`config.mk`:
```
export PLATFORM = sky130hd
export DESIGN_NAME = reg_write_queue
export DESIGN_NICKNAME = d
export VERILOG_FILES = /design/src/rtl/reg_write_queue.sv
export SDC_FILE = /design/constraint.sdc
export NUM_CORES = 1
export LEC_CHECK = 0
export ABC_AREA = 1
export CORE_MARGIN = 4
export CORE_UTILIZATION = 45
export CTS_CLUSTER_DIAMETER = 80
export DETAILED_ROUTE_END_ITERATION = 10
export HOLD_SLACK_MARGIN = 0.1
export PLACE_DENSITY_LB_ADDON = 0.08
export SYNTH_ARGS = -nofsm -noshare
export SYNTH_HDL_FRONTEND = slang
export SYNTH_SLANG_ARGS = --single-unit
```
`constraint.sdc`:
```
create_clock -name clk -period 2.52 [get_ports clk]
set_input_delay 0.378 -clock clk [delete_from_list [all_inputs] [get_ports clk]]
set_output_delay 0.378 -clock clk [all_outputs]
set_load 0.02 [all_outputs]
```
`src/rtl/reg_write_queue.sv`:
```
// reg_write_queue: a circular write-back queue in front of a 16-entry register array.
// Accepted writes drain one per cycle unless hold is set. The drain side presents
// a one-hot write enable and data. Read ports can look up the youngest pending
// write to a register.
module reg_write_queue #(
    parameter int DEPTH = 4
) (
    input  logic                     clk,
    input  logic                     rst,
    input  logic                     wr_valid,
    input  logic [3:0]               wr_reg,
    input  logic [15:0]              wr_data,
    output logic                     wr_ready,
    input  logic                     hold,
    output logic [15:0]              D,
    output logic [15:0]              WriteReg,
    input  logic [3:0]               rd_reg1,
    input  logic [3:0]               rd_reg2,
    output logic                     fwd_hit1,
    output logic                     fwd_hit2,
    output logic [15:0]              fwd_data1,
    output logic [15:0]              fwd_data2,
    output logic [$clog2(DEPTH):0]   wr_count
);

    localparam int PW = $clog2(DEPTH);
    localparam int CW = PW + 1;

    typedef logic [PW-1:0] ptr_t;
    typedef logic [CW-1:0] cnt_t;

    typedef struct packed {
        logic [3:0]  rnum;
        logic [15:0] data;
    } entry_t;

    typedef struct packed {
        logic        hit;
        logic [15:0] data;
    } fwd_t;

    entry_t mem [DEPTH];
    ptr_t   head;
    ptr_t   tail;
    cnt_t   count;

    logic full;
    logic accept;
    logic push;
    logic pop;

    // wr_ready comes only from the registered count, so a pop in the same cycle
    // cannot open the queue to a new request while it is full.
    assign full     = (count == cnt_t'(DEPTH));
    assign wr_ready = !rst && !full;
    assign accept   = wr_valid && wr_ready;
    // A write to register 0 completes the handshake, but it is not stored.
    assign push     = accept && (wr_reg != 4'd0);
    assign pop      = !rst && (count != '0) && !hold;
    assign wr_count = count;

    // Pointer and occupancy bookkeeping. Reset takes priority over push and pop.
    always_ff @(posedge clk) begin
        // NOTE: sequential state uses non-blocking assignments so every register
        // samples values from before the edge, whatever order the statements are in.
        if (rst) begin
            head  <= '0;
            tail  <= '0;
            count <= '0;
        end else begin
            // DEPTH is a power of two, so natural pointer overflow wraps modulo DEPTH.
            if (push) tail <= tail + ptr_t'(1);
            if (pop)  head <= head + ptr_t'(1);
            case ({push, pop})
                2'b10:   count <= count + cnt_t'(1);
                2'b01:   count <= count - cnt_t'(1);
                default: count <= count;
            endcase
        end
    end

    // Entry storage: written at the tail on every accepted push.
    always_ff @(posedge clk) begin
        // NOTE: the storage array is deliberately not reset. Only slots inside
        // [head, head+count) are ever read, and reset clears count.
        if (push) begin
            mem[tail] <= '{rnum: wr_reg, data: wr_data};
        end
    end

    // Drain port: present the head entry whenever a pop happens this cycle.
    always_comb begin
        // NOTE: every combinational output gets a default first, so no path
        // holds its old value and no latch is inferred.
        WriteReg = '0;
        D        = '0;
        if (pop) begin
            WriteReg[mem[head].rnum] = 1'b1;
            D                        = mem[head].data;
        end
    end

    // Forwarding: scan from oldest to youngest so the last match wins. The scan
    // includes the head that is being drained this cycle.
    always_comb begin
        fwd_t f1;
        fwd_t f2;
        ptr_t idx;
        f1  = '0;
        f2  = '0;
        idx = '0;
        if (!rst) begin
            for (int k = 0; k < DEPTH; k++) begin
                idx = head + ptr_t'(k);
                if (cnt_t'(k) < count) begin
                    if ((rd_reg1 != 4'd0) && (mem[idx].rnum == rd_reg1)) begin
                        f1.hit  = 1'b1;
                        f1.data = mem[idx].data;
                    end
                    if ((rd_reg2 != 4'd0) && (mem[idx].rnum == rd_reg2)) begin
                        f2.hit  = 1'b1;
                        f2.data = mem[idx].data;
                    end
                end
            end
        end
        fwd_hit1  = f1.hit;
        fwd_data1 = f1.data;
        fwd_hit2  = f2.hit;
        fwd_data2 = f2.data;
    end

endmodule
```
==> summary.md, run 1 <==
| Metric | Value |
|---|---|
| Status | complete, but fails checks |
| Failing checks | negative setup slack |
| Top Ports | 102 |
| Syn avg cell area | 6.55 um2 |
| Largest cells by area after synthesis | edfxtp_1 32%, nand2_1 17%, inv_1 7.7%, nand3_1 6.7%, nor2_1 6.3% |
| Min-delay src | tail[0]$_SDFFE_PP0P_ |
| Core ar. | 16000 um2 |
| Clock transition at the registers of the reported paths | 0.08 ns |
| Arr. time, crit path | 2.60 ns |
| Relative slew slack | 47.9% |
| Met3 usage | 4.33% |
| DR WL/cell | 16.7 um |
| Crit path max fanout | 7 |
| HP Class | register to register |
| Share of layout cells above drive strength 1 | 32.3% |
| Synthesized instance count | 1133 |
| Die width | 136 um |
| Yosys Warn Count | 0 |
| Fin Hold WS | 0.509 ns |
| Final core occ | 69.3% |
| Number of enable flip-flop cells after synthesis | 80 |
| Worst VDD drop | 0.000448 V |
| Iter 0 DRT Violations | 1364 |
| Pwr dens | 573 nW/um2 |
| CP Launch Type | register |
| Critical Path RT | 2.14 ns |
| CTS tree | built |
| # DRC | 0 |
| Met1 usage | 41.5% |
| Ys async rst share | 0% |
| FF+latch count, synth | 89 |
| Crit path launch | head[0]$_SDFFE_PP0P_ |
| Input/output buffers | 101 |
| RSZ-0062 raised after global routing | true |
| Hold_buf cts | 0 |
| Clk_skew | 0.0107 ns |
| Largest net degree at the start of global routing | 65 |
| Maximum clock path buffer count | 2 |
| Die footprint | 18600 um2 |
| Via density | 5.41 |
| Most used DFF post-synth | edfxtp_1 |
| Vias | 8588 |
| Fin crit share | 118% |
| Post-Route WL | 26400 um |
| Routed Antenna Nets | 0 |
| Cell leakage power | 4.95 nW |
| Setup crit end kind | primary output |
| Post-route setup TNS | -12.36 ns |
| Distinct cells, synth | 38 |
| Post-Place Cells | 1542 |
| Nets@finish | 1406 |
| Post-place instance area | 9780 um2 |
| Initial core utilization | 46.4% |
| FMAX | 336 MHz |
| Met2 Use GR | 37.7% |
| Final instance area | 11100 um2 |
| Die H | 136 um |
| Max-slew violations | 0 |
| First-pass GRT wire length | 38800 um |
| R2R setup slack | 0.22 ns |
| Number of buffers created by CTS | 9 |
| Worst skew pair latency | 0.35 ns |
| Worst slew pin tran | 0.774 ns |
| Root Buffer | clkbuf_16 |
| Site Rows | 46 |
| Max Cap Viol | 0 |
| Number of global-route vias before repair | 7279 |
| Final non-filler cell total | 1587 |
| Type of the worst setup path | register to primary output |
| Total iterations of the first detailed-routing run | 6 |
| Synthesized area | 7420 um2 |
| R2R Path End | mem[1][9]$_DFFE_PP_ |
| Placed wire-length estimate | 18700 um |
| Power, Total | 6.36 mW |
| Dominant cell type by area after synthesis | edfxtp_1 |
| Area Overhead vs Synth | 49.5% |
| Synth top area share | 32.4% |
| Ant. Diodes | 0 |
| Commonest non-fill, non-tap cells in the layout | 287 x nand2_1, 151 x buf_4, 149 x inv_1, 103 x nor2_1, 80 x edfxtp_1 |
| Number of H-tree levels | 3 |
| Final worst slack | -0.453 ns |
| GPL Wtd Cong | 0.950 |
| Final setup viols | 34 |
| Gr usage total | 26.4% |
| Commonest non-fill, non-tap cell in the layout | nand2_1 |
| Reg-to-reg startpoint | wr_count[0]$_SDFFE_PP0P_ |
| Initial antenna violation count | 0 |
| Fin crit period | 2.97 ns |
| Grt total ovfl | 0 |
| Final Hold Viols | 0 |
| End of the critical path | fwd_data1[14] |
| R2R depth | 10 |
| Pre-CTS setup slack | -0.646 ns |
| CTS sink count | 89 |
| Register area share after synthesis | 34.8% |
| Syn_nets | 1173 |
| Most Crowded Layer GR | met1 |
==> layer usage <==
metal  wire length (um)  up-vias
met5                  0        -
met4                683        0
met3               2880       88
met1              12000     3758
met2              10900      547
li1                   -     4195
==> how the worst min path moves through the flow <==
stage,slack [ns],endpoint,depth (start not counted)
CTS,0.52,tail[0]$_SDFFE_PP0P_,1
global route,0.57,tail[1]$_SDFFE_PP0P_,2
floorplan,0.46,tail[0]$_SDFFE_PP0P_,1
finish,0.51,tail[0]$_SDFFE_PP0P_,1
detailed placement,0.50,tail[0]$_SDFFE_PP0P_,1
global placement,0.49,tail[0]$_SDFFE_PP0P_,1
==> synth_stat cells (2+ instances only) <==
master,number
o22ai_1,16
nand2_1,338
buf_6,2
clkbuf_1,26
inv_1,152
nand2_2,6
nand3_2,2
nand4_1,30
nand3_1,100
nand3_4,2
a221oi_1,13
nor2_4,2
nor2_1,124
edfxtp_1,80
nand2_4,2
buf_1,5
a21oi_1,51
a32o_1,16
buf_2,21
nor3_1,2
inv_2,4
o21ai_0,82
buf_4,6
or2_2,3
xor2_1,10
xor2_2,2
dfxtp_1,9
nor2_2,6
o21ai_1,5
ha_1,8
==> flip-flops by register name, summed over array words and instances (netlist names), named ones only <==
name,flops
tail,2
wr_count,3
head,2
mem,80
==> final cells by class <==
type / instances / area, um2
fill: 1383 / 4910
multi-input combinational: 827 / 4620
timing repair buffer: 281 / 2680
sequential: 89 / 2590
inverter: 158 / 624
tap: 216 / 270
clock buffer: 9 / 225
clock inverter: 7 / 70.1
==> logic make-up (layout without fill, tap and decap cells) <==
kind of cell	Yosys count	count (layout)	share of synthesized area, %
compound gates	185	185	14.5
xor+xnor	12	12	1.62
fa+ha+maj	8	8	1.35
buf+inv	218	455	11.9
flops	89	89	34.8
simple gates	621	622	35.8
==> power by group <==
group / internal (mW) / switching, mW / leakage, nW
Combinational: 1.36 / 1.95 / 4.00
Sequential: 1.67 / 0.0534 / 0.803
Clock: 0.696 / 0.626 / 0.142
Total: 3.72 / 2.63 / 4.95
==> critical path, cell delays in order, from the launching register on <==
cell and delay (ns):
dfxtp_4 0.46, inv_8 0.08, buf_6 0.14, nand2_2 0.06
nand2_2 0.08, nand2_2 0.08, nand2_4 0.07, buf_4 0.13
nand2_2 0.05, nand2_2 0.07, nor2_4 0.17, nand3_4 0.15
clkbuf_16 0.20, nand3_1 0.10, nand3_1 0.09, nand2_1 0.09
a21oi_2 0.05, buf_4 0.17
==> timing repair <==
item | in CTS | in global routing
buffers inserted | 9 | 11
pin swaps | 13 | 52
cloned | 4 | 6
endpoints found under the setup margin | 66 | 66
resized for setup | 325 | 208
No activity file was read; power rests on OpenSTA's default activity.
==> run 2, diff against run 1 <==
--- a/config.mk
+++ b/config.mk
@@ -6,7 +6,7 @@
 export NUM_CORES = 1
 export LEC_CHECK = 0
 export ABC_AREA = 1
-export CORE_MARGIN = 4
+export CORE_MARGIN = 2
 export CORE_UTILIZATION = 45
 export CTS_CLUSTER_DIAMETER = 80
 export DETAILED_ROUTE_END_ITERATION = 10
==> run 2 against run 1 <==
Net effect: the flow still finishes with violations (negative setup slack); die area fell by 5.8%; total power fell by 2.5%; clock power about the same; core utilization decreased by 2.9 points; global-route usage up 0.75 points; via count shrank 2.1%; setup slack better by 0.11 ns; first-iteration DRC count fell by 25%; combinational power is 5% lower.
==> summary.md, run 2 (synthesis gave the netlist of run 1 again) <==
| Metric | Value |
|---|---|
| Status | complete, but fails checks |
| Failing checks | negative setup slack |
| Ant. Diodes | 0 (unchanged) |
| GPL Wtd Cong | 0.999 (+5.2%) |
| Iter 0 DRT Violations | 1017 (-25%) |
| Largest register FFs | 80 (unchanged) |
| Largest reg by FF count | mem |
| Worst skew pair latency | 0.36 ns (about the same) |
| Arr. time, crit path | 2.49 ns (-0.11 ns) |
| Root Buffer | clkbuf_16 |
| Type of the worst setup path | register to primary output |
| CTS sink count | 89 (unchanged) |
| Final Hold Viols | 0 (unchanged) |
| RSZ-0062 raised after global routing | true |
| Critical Path RT | 2.14 ns (about the same) |
| Placed wire-length estimate | 18300 um (-1.8%) |
| Worst slew pin tran | 0.630 ns (-0.144 ns) |
| Filler cells | 1426 (+3.1%) |
| Gr usage total | 27.2% (+0.75 points) |
| Final worst slack | -0.345 ns (+0.108 ns) |
| Initial antenna violation count | 0 (unchanged) |
| Initial core utilization | 46.4% (unchanged) |
| Crit path max fanout | 4 (-3) |
| CTS tree | built |
| Largest net degree at the start of global routing | 58 (-11%) |
| Final instance area | 10600 um2 (-4.2%) |
| Vias | 8409 (-2.1%) |
| Setup crit end kind | primary output |
| Clk_skew | 0.0161 ns (+0.00541 ns) |
| Number of global-route vias before repair | 7007 (-3.7%) |
| Most Crowded Layer GR | met1 |
| Pre-CTS setup slack | -0.711 ns (-0.0650 ns) |
| First-pass GRT wire length | 38100 um (-1.7%) |
| Clock transition at the registers of the reported paths | 0.08 ns (about the same) |
| CP Launch Type | register |
| Maximum clock path buffer count | 2 (unchanged) |
| Fin Hold WS | 0.507 ns (-0.00150 ns) |
| R2R setup slack | 0.20 ns (-0.02 ns) |
| Total iterations of the first detailed-routing run | 5 (-1) |
| Slowest CP cell | dfxtp_4 |
| Post-place instance area | 9740 um2 (-0.38%) |
| Top Ports | 102 (unchanged) |
| Worst VDD drop | 0.000497 V (+11%) |
| Post-Route WL | 25100 um (-4.9%) |
| Die H | 132 um (-2.9%) |
| Number of H-tree levels | 3 (unchanged) |
| Slowest stage delay, CP | 0.39 ns (-0.07 ns) |
| DR WL/cell | 16.0 um (-3.8%) |
| Grt total ovfl | 0 (unchanged) |
| Site Rows | 46 (unchanged) |
| Via density | 5.36 (-0.96%) |
| Cell leakage power | 4.72 nW (-4.6%) |
| Number of buffers created by CTS | 9 (unchanged) |
| Pwr dens | 583 nW/um2 (+1.8%) |
| Met3 usage | 6.38% (+2.1 points) |
| Routed Antenna Nets | 0 (unchanged) |
| Fin crit period | 2.87 ns (-0.108 ns) |
| # DRC | 0 (unchanged) |
| Worst-path cell chain | nand2_2 -> nor2_1 -> nor2_2 -> nand2_2 -> xor2_1 -> nor2_2 -> nand3_4 -> buf_12 -> buf_4 -> nand3_1 -> nand2_2 -> a21oi_2 -> buf_4 |
| FMAX | 349 MHz (+3.8%) |
| Top delay family on crit path | simple AND/OR/NAND/NOR gates |
| Core ar. | 16000 um2 (unchanged) |
| Max-slew violations | 0 (unchanged) |
| Fin crit share | 114% (-4.3 points) |
| Nets@finish | 1388 (-1.3%) |
| Buf/Inv on CP | 3 (-2) |
| Die width | 132 um (-2.9%) |
| Area Overhead vs Synth | 43.3% |
| Share of layout cells above drive strength 1 | 27.3% (-5.0 points) |
| Max Cap Viol | 0 (unchanged) |
| Relative slew slack | 57.5% (+9.7 points) |
| Commonest non-fill, non-tap cell in the layout | nand2_1 |
| Met2 Use GR | 37.2% (-0.48 points) |
| Crit path top cell by count | nand2_2 |
| Input/output buffers | 101 (unchanged) |
| Die footprint | 17500 um2 (-5.8%) |
| HP Class | register to register |
| Met1 usage | 42.9% (+1.4 points) |
| Final setup viols | 34 (unchanged) |
| Commonest non-fill, non-tap cells in the layout | 304 x nand2_1, 151 x inv_1, 143 x buf_4, 103 x nor2_1, 96 x nand3_1 |
==> run 2: layout make-up <==
type | instances | area (um2) | share of cell area, %
multi-input cells | 827 | 4350 | 40.9
flip-flops and latches | 89 | 2590 | 24.4
repair buffers | 263 | 2500 | 23.6
inverters | 158 | 611 | 5.74
well taps | 216 | 270 | 2.54
clock buffers | 9 | 225 | 2.12
clock inverters | 7 | 75.1 | 0.706
==> run 2: metrics by stage <==
stage | cells | power (mW) | setup TNS (ns) | utilization, %
floorplan | 1133 | 3.27 | -4.99 | -
global placement | 1532 | 4.49 | -21.25 | 60.9
detailed placement | 1532 | 4.51 | -22.68 | 60.9
CTS | 1557 | 5.93 | -7.90 | 64.3
global route | 1569 | 6.55 | -13.86 | 66.4
finish | 1569 | 6.20 | -9.78 | 66.4
==> run 2: path summary, 6_finish.rpt <==
check	startpoint	endpoint	cells past startpoint
worst min-delay path	tail[0]$_SDFFE_PP0P_	tail[0]$_SDFFE_PP0P_	1
worst max register to register	wr_count[0]$_SDFFE_PP0P_	wr_count[2]$_SDFFE_PP0P_	12
worst max-delay path	head[1]$_SDFFE_PP0P_	fwd_data2[4]	13
worst min register to register	tail[0]$_SDFFE_PP0P_	tail[0]$_SDFFE_PP0P_	1
==> run 2: power breakdown <==
group | switching, mW | total (mW) | leakage [nW] | internal (mW)
clock | 0.631 | 1.33 | 0.144 | 0.701
sequential | 0.0573 | 1.72 | 0.802 | 1.67
combinational | 1.85 | 3.14 | 3.77 | 1.30
total | 2.54 | 6.20 | 4.72 | 3.66
==> run 2: repair_timing <==
action                                  in CTS  in global routing
hold buffers                                 0                  0
gates cloned                                 2                  6
pin swaps                                   13                 10
resized for setup                          325                 98
endpoints found under the setup margin      66                 65
buffers inserted                             7                  6
==> run 2: routing by layer <==
layer,vias up,part of all wire (%)
li1,4143,-
met3,50,10
met5,-,0
met2,462,41
met4,0,2.0
met1,3754,47
==> run 2: worst reg2reg max path, cell delays in order (launching register included) <==
cell and delay (ns):
dfxtp_2 0.36, inv_1 0.08, ha_1 0.21, buf_4 0.13, a21oi_1 0.18, nand2_1 0.16, nor2_1 0.17, inv_1 0.14
ha_1 0.34, nor2_1 0.10, o21ai_0 0.12, o21ai_0 0.17, a21oi_1 0.05
